File: src/rtl/demux_rr_dispatcher.sv
// 1-to-4 dispatch stage: routes a valid/ready word stream into four one-entry
// registered channel slots, by round-robin with skip-if-busy or by explicit destination.
module demux_rr_dispatcher #(
   parameter int unsigned DATA_W = 8,
   parameter int unsigned CNT_W  = 16
) (
   input  logic                  clk,
   input  logic                  rst,
   input  logic                  in_valid,
   output logic                  in_ready,
   input  logic [DATA_W-1:0]     in_data,
   input  logic                  in_use_dest,
   input  logic [1:0]            in_dest,
   output logic [3:0]            out_valid,
   input  logic [3:0]            out_ready,
   output logic [4*DATA_W-1:0]   out_data,
   output logic [1:0]            last_sel,
   output logic [CNT_W-1:0]      accept_cnt
);

   logic [3:0]        full_q, full_d;
   logic [3:0]        free;
   logic [DATA_W-1:0] slot_q [4];
   logic [DATA_W-1:0] slot_d [4];
   logic [1:0]        rr_ptr_q, rr_ptr_d;
   logic [1:0]        last_sel_q, last_sel_d;
   logic [CNT_W-1:0]  cnt_q, cnt_d;
   logic [1:0]        rr_target, target, scan_idx;
   logic              rr_found;
   logic              accept;

   // A slot draining this cycle can be refilled on the same edge.
   assign free = ~full_q | out_ready;

   always_comb begin
      rr_target = rr_ptr_q;
      rr_found  = 1'b0;
      scan_idx  = rr_ptr_q;
      for (int k = 0; k < 4; k++) begin
         scan_idx = rr_ptr_q + 2'(k);
         if (!rr_found && free[scan_idx]) begin
            rr_target = scan_idx;
            rr_found  = 1'b1;
         end
      end
   end

   assign target   = in_use_dest ? in_dest : rr_target;
   assign in_ready = in_use_dest ? free[in_dest] : |free;
   assign accept   = in_valid & in_ready;

   always_comb begin
      full_d     = full_q & ~out_ready;
      slot_d     = slot_q;
      rr_ptr_d   = rr_ptr_q;
      last_sel_d = last_sel_q;
      cnt_d      = cnt_q;
      if (accept) begin
         full_d[target] = 1'b1;
         slot_d[target] = in_data;
         last_sel_d     = target;
         cnt_d          = cnt_q + CNT_W'(1);
         if (!in_use_dest) begin
            rr_ptr_d = target + 2'd1;
         end
      end
   end

   always_ff @(posedge clk) begin
      if (rst) begin
         full_q     <= '0;
         rr_ptr_q   <= '0;
         last_sel_q <= '0;
         cnt_q      <= '0;
         for (int i = 0; i < 4; i++) begin
            slot_q[i] <= '0;
         end
      end else begin
         full_q     <= full_d;
         rr_ptr_q   <= rr_ptr_d;
         last_sel_q <= last_sel_d;
         cnt_q      <= cnt_d;
         for (int i = 0; i < 4; i++) begin
            slot_q[i] <= slot_d[i];
         end
      end
   end

   for (genvar i = 0; i < 4; i++) begin : g_out
      assign out_data[i*DATA_W +: DATA_W] = slot_q[i];
   end

   assign out_valid  = full_q;
   assign last_sel   = last_sel_q;
   assign accept_cnt = cnt_q;

endmodule

File: config.mk
export PLATFORM = sky130hd
export DESIGN_NAME = demux_rr_dispatcher
export DESIGN_NICKNAME = d
export VERILOG_FILES = /design/src/rtl/demux_rr_dispatcher.sv
export SDC_FILE = /design/constraint.sdc
export NUM_CORES = 1
export LEC_CHECK = 0
export ABC_AREA = 1
export BUFFER_PORTS_ARGS = -buffer_cell sky130_fd_sc_hd__buf_2
export CORE_ASPECT_RATIO = 0.9
export CORE_MARGIN = 4
export CORE_UTILIZATION = 30
export CTS_CLUSTER_SIZE = 20
export DETAILED_ROUTE_END_ITERATION = 10
export PLACE_DENSITY = 0.51
export SETUP_SLACK_MARGIN = 0.2
export SYNTH_ARGS = -nofsm -noshare
export SYNTH_HDL_FRONTEND = slang
export SYNTH_SLANG_ARGS = --single-unit
File: constraint.sdc
create_clock -name clk -period 4.8 [get_ports clk]
set_clock_uncertainty 0.2 [all_clocks]
set_input_delay 0.96 -clock clk [delete_from_list [all_inputs] [get_ports clk]]
set_output_delay 0.96 -clock clk [all_outputs]
set_load 0.02 [all_outputs]
# Yosys cells after proc, flatten, opt, wreduce, memory -nomap -nowiden
# Index checks and enable logic that the tools add are counted.
[op_classes] addsub=5 n_mul=0 div=0 n_lt_le_gt_ge=9 n_eq_ne=0 shifts=0 n_mux=24 bitwise=8 n_reduce_logical=10
[ops] operator="32-bit bitwise mux" n=1
[ops] operator="2-bit by 3-bit < comparator with 1-bit output, second input constant" n=6
[ops] operator="16-bit by 1-bit adder with 16-bit output, second input constant" n=1
[ops] operator="8-bit demux with 2-bit select" n=1
[ops] operator="1-bit binary-select mux with 2-bit select" n=5
[ops] operator="1-bit two-way mux" n=10
[ops] operator="2-bit two-way mux" n=4
[ops] operator="8-bit two-way mux" n=1
[ops] operator="4-bit NOT" n=2
[ops] operator="4-bit OR" n=2
[ops] operator="1-bit logical AND" n=5
[ops] operator="2-bit by 1-bit adder with 2-bit output, second input constant" n=2
[ops] operator="2-bit adder, second input constant" n=2
[ops] operator="4-bit bitwise AND" n=1
[ops] operator="4-bit two-way mux" n=1
[ops] operator="4-bit OR reduction" n=1
[ops] operator="3-bit >= comparator, second input constant" n=1
[ops] operator="1-bit zero test" n=3
[ops] operator="3-bit by 1-bit < comparator with 1-bit output, second input constant" n=1
[ops] operator="2-bit NOT with 3-bit output" n=1
[ops] operator="1-bit demux with 2-bit select" n=1
[ops] operator="2-bit by 1-bit >= comparator with 1-bit output, second input constant" n=1
[ops] operator="2-bit AND reduction" n=1
[ops] operator="1-bit bitwise AND" n=1
[ops] operator="1-bit NOT" n=1
[totals] ff_bits=56 latch_bits=0 mem_bits_rw=0 mem_bits_ro=0 inputBits=18 out_inout_bits=55 wordCells=64 n_memories=0

# Logic depth before layout (Yosys ltp)
[depth] word_depth=21 depth_mapped=19

# Worst setup path after synthesis
# No wires, ideal clock.
[synth_timing] kind="in2reg" from="in out_ready[0]" to="reg slot_q, in the netlist out_data[0]" setup_ps=132 t_arrival_ps=2673 slack_ps=1795 path_stages=16 path_buffers=1 path_cell_list="inv_1 -> nand3_1 -> nand3_1 -> nand2_1 -> nor2_1 -> nand3_1 -> nand2_1 -> nand2_1 -> nand3_1 -> nand2_1 -> inv_1 -> ha_1 -> buf_1 -> nand3_1 -> nand2_1 -> a21oi_1"
[synth_between] elab_chain_cells=20
[synth_lines] item="start, declared" line="15" source="input logic [3:0] out_ready,"
[synth_lines] item="4-bit OR *" line="33" source="assign free = ~full_q | out_ready;"
[synth_lines] item="1-bit binary-select mux with 2-bit select" line="41" source="if (!rr_found && free[scan_idx]) begin"
[synth_lines] item="1-bit two-way mux (implied by the code)" line="41"
[synth_lines] item="1-bit two-way mux" line="41"
[synth_lines] item="1-bit zero test" line="41"
[synth_lines] item="1-bit logical AND" line="41"
[synth_lines] item="1-bit two-way mux" line="41"
[synth_lines] item="1-bit zero test" line="41"
[synth_lines] item="(+5 left out)"
[synth_lines] item="2-bit two-way mux *" line="48" source="assign target = in_use_dest ? in_dest : rr_target;"
[synth_lines] item="via target[1]" line="28" source="logic [1:0] rr_target, target, scan_idx;"
[synth_lines] item="2-bit NOT with 3-bit output (implied by the code) *" line="60" source="slot_d[target] = in_data;"
[synth_lines] item="3-bit >= comparator (implied by the code) or 3-bit by 1-bit < comparator with 1-bit output (tied branches)" line="60"
[synth_lines] item="1-bit logical AND (implied by the code)" line="60"
[synth_lines] item="8-bit two-way mux (implied by the code)" line="60"
[synth_lines] item="8-bit demux with 2-bit select *" line="60"
[synth_lines] item="32-bit bitwise mux *" line="60"
[synth_lines] item="end signal, assigned by index" line="84" source="slot_q[i] <= slot_d[i];"
[synth_lines] item="end, declared" line="23" source="logic [DATA_W-1:0] slot_q [4];"
# The timed path passes the listed nets; every way through them passes the cells marked *. The select of a mux whose other input is x is not followed.
# A chain may end at the register's enable or synchronous reset.

# Final worst setup path
[layout_timing] from="in out_ready[3]" to="reg slot_q, in the netlist out_data[25]"
# The elaborated chain is that of the path after synthesis.

==> impl_results.md <==
- Adder-cell share of the synthesized area: 2.29%
- Clock sink count: 56
- Filler cells: between 900 and 1000
- Antenna Violating Nets Remaining: 0
- Wire length of the first global-routing pass: roughly 12000 microns
- Power per cell area: 302 mW/mm^2
- R2R Setup Slk: 1730 ps
- Leakage: 0.00141 uW
- Die ar.: 0.0107 sq mm
- Worst-path clk slew: 110 ps
- Tmin final: about 3200 ps
- Synthesized area: 0.00274 sq mm
- # diodes: 0
- Slew @ Worst Pin: 944 ps
- Antenna violations before repair: 0
- Reg area: 0.00112 sq mm
- Total track usage: 14.3%
- Die width: 109 microns
- Seq/Total Area, Yosys: 41.0%
- Main area contributors after synthesis: dfxtp_1, nand2_1, nand3_1
- Layout Nets: approximately 480
- Post-route insts no fill: 574
- Std cell rows: 32
- Drc violations: 0
- H-tree level count: 2
- Total CTS buffers: 5
- Compound-Gate Fraction of Synth Area: 12.2%
- Initial core utilization: 31.4%
- Setup Buffers After CTS: 0
- Placed insts: ~570
- # port buffers: 72
- Synth Area in XOR/XNOR: about 3.5%
- Syn Nets: 418
- Status: complete, no violations
- # setup viols final: 0
- MaxCap Viol Count: 0
- Crit path max fanout: 9
- Most used cell, CP: nand2_1
- Share of layout cells above drive strength 1: 18.7%
- Slowest CP cell: nand3_1
- Placer Congestion: 0.826
- Post-cts resize count: 0
- Syn Inst Count: 395
- Simple-gate share of the synthesized area: 32.2%
- CORE AREA: 0.00873 sq mm
- Unrepaired setup endpoints after global routing: false
- Hold_buf cts: 0
- Longest Clk Path Bufs: 2
- TritonCTS clock tree: yes
- Main combinational cell family by area after synthesis: simple AND/OR/NAND/NOR gates
- Placed cell area: 0.00313 sq mm
- Peak Freq: 0.311 GHz
- Clock latency on the worst-skew pair: roughly 310 ps
- Worst EP arrival: 3180 ps
- Period utilization: 67.0%
- Vias in the first global route: 2434
- Distinct cell type count of the synthesized netlist: 25
- Dpl hpwl: between 5000 and 6000 microns
- Root Buffer: clkbuf_8
- Area used by multi-input combinational logic: 0.00138 sq mm
- Die height: between 90 and 100 microns
- Drt via density: between 4 and 5
- Reg2reg end: out_data[25]$_SDFFE_PP0P_
- Pin count of the biggest net entering global routing: 53
- Critical Path Max Stage Delay: about 400 ps
- Hold Path Sink: out_data[7]$_SDFFE_PP0P_
- I/O pins: 73
- Setup crit end kind: flop
- Final hold viol count: 0
- Hold Crit Class: flop to flop
- Yosys warns: 0
- Syn_area_per_cell: 6.93 sq um
- Vias: 2643
- Wire per inst: approximately 13 microns
- Final WL: 7750 microns
- Final Max Tran Viols: 0
- Initial drt markers: about 190
- Yosys top cell area share: roughly 41%
- Worst Path Required: 4760 ps
- Hold path depth: 2
- Slew HR: between 30% and 40%
- Critical path, cell by cell: buf_2 > inv_1 > nand3_1 > nand3_1 > nand2_1 > nor2_1 > nand2_1 > nand2_1 > nand2_1 > nand3_1 > o21ai_1 > inv_1 > ha_1 > nand3_1 > nand2_1 > a21oi_1
- Worst VDD drop: ~140 uV
- Worst r2r src: rr_ptr_q[0]$_SDFFE_PP0P_
- Worst reg2reg path depth: 16
- DRT Pass-1 Iters: 4
- Setup TNS Final: 0 ps
- Leading area contributor after synthesis: dfxtp_1
- Final instance area: ~0.0032 sq mm
- Area Growth Syn to Fin: 18.4%
- CP Class: input port to flop
- Mux cell area share after synthesis: 0%
- Hold wc startpoint: out_data[7]$_SDFFE_PP0P_
- Grt ovf: 0
- Flops & latches, synth: 56
- Startpoint type of the worst setup path: input port
cell usage in the layout, fill, tap and decap left out, drive strengths merged, types with 4 or more instances in the layout:
master / n
a21oi: 54
xnor2: 4
o21ai: 9
nor2: 20
dfxtp: 56
nand4: 4
nand3: 64
xor2: 7
clkbuf: 6
inv: 34
nand2: 112
buf: 72
ha: 5
report_power, final:
part | total, uW | switching (uW) | internal (uW)
combinational | 160 | 112 | 48.6
clock | 318 | 160 | 158
sequential | 500 | 16.1 | 484
state kept, by name, summed over array words and instances, names as in the netlist:
register	flops
accept_cnt	16
last_sel	2
out_data	32
out_valid	4
rr_ptr_q	2
metal layers:
metal  share of wire [%]  GRT usage (%)
met1                  51           21.1
met2                  45           21.7
met3                 3.4           2.03
met4                0.62           3.50
met5                   0              0
cell families (layout without fill, tap and decap cells):
| family | count (synthesis) | count (layout) |
|---|---|---|
| AO/OA/AOI/OAI | 65 | 65 |
| buffers and inverters | 53 | 113 |
| adder cells (fa/ha/maj) | 5 | 5 |
| XOR/XNOR | 11 | 11 |
| AND/OR/NAND/NOR | 205 | 205 |
| flip-flops | 56 | 56 |
worst max-delay path by stage:
stage | end | slack (ps) | from | cells after the start
global placement | out_data[29]$_SDFFE_PP0P_ | 1260 | out_ready[3] | 16
detailed placement | out_data[31]$_SDFFE_PP0P_ | 1230 | out_ready[3] | 16
floorplan | out_data[0]$_SDFFE_PP0P_ | 1800 | out_ready[0] | 16
CTS | out_data[31]$_SDFFE_PP0P_ | 1570 | out_ready[3] | 16
global route | out_data[24]$_SDFFE_PP0P_ | 1250 | out_ready[3] | 16
finish | out_data[25]$_SDFFE_PP0P_ | 1580 | out_ready[3] | 16
synthesized netlist by cell type (all sizes together):
master,count
ha,5
buf,14
o21ai,9
nor4,2
and2,1
xor2,7
a21oi,54
nor2,20
xnor2,4
nand3,64
inv,33
nor3,2
o211ai,1
nand2,112
clkbuf,6
dfxtp,56
o21a,1
nand4,4
critical path: cells and delay by family:
family	cells	cell delay, ps
fa+ha+maj	1	370
compound gates	2	210
simple gates	10	1350
buf+inv	3	300
metrics by stage:
stage,utilization [%],hold slack [ps],setup WS (ps),power [uW]
floorplan,-,345,1800,621
global placement,35.9,254,1260,673
detailed placement,35.9,252,1230,673
CTS,37.1,269,1570,993
global route,37.1,295,1250,1030
finish,37.1,265,1580,979
area by class of cell:
type | instances | area share, %
multi-input cells | 286 | 42.4
flip-flops and latches | 56 | 34.6
repair buffers | 72 | 11.1
well taps | 119 | 4.59
clock inverters | 2 | 1.20
inverters | 33 | 3.82
clock buffers | 6 | 2.24
Power figures use the tool's default switching activity.
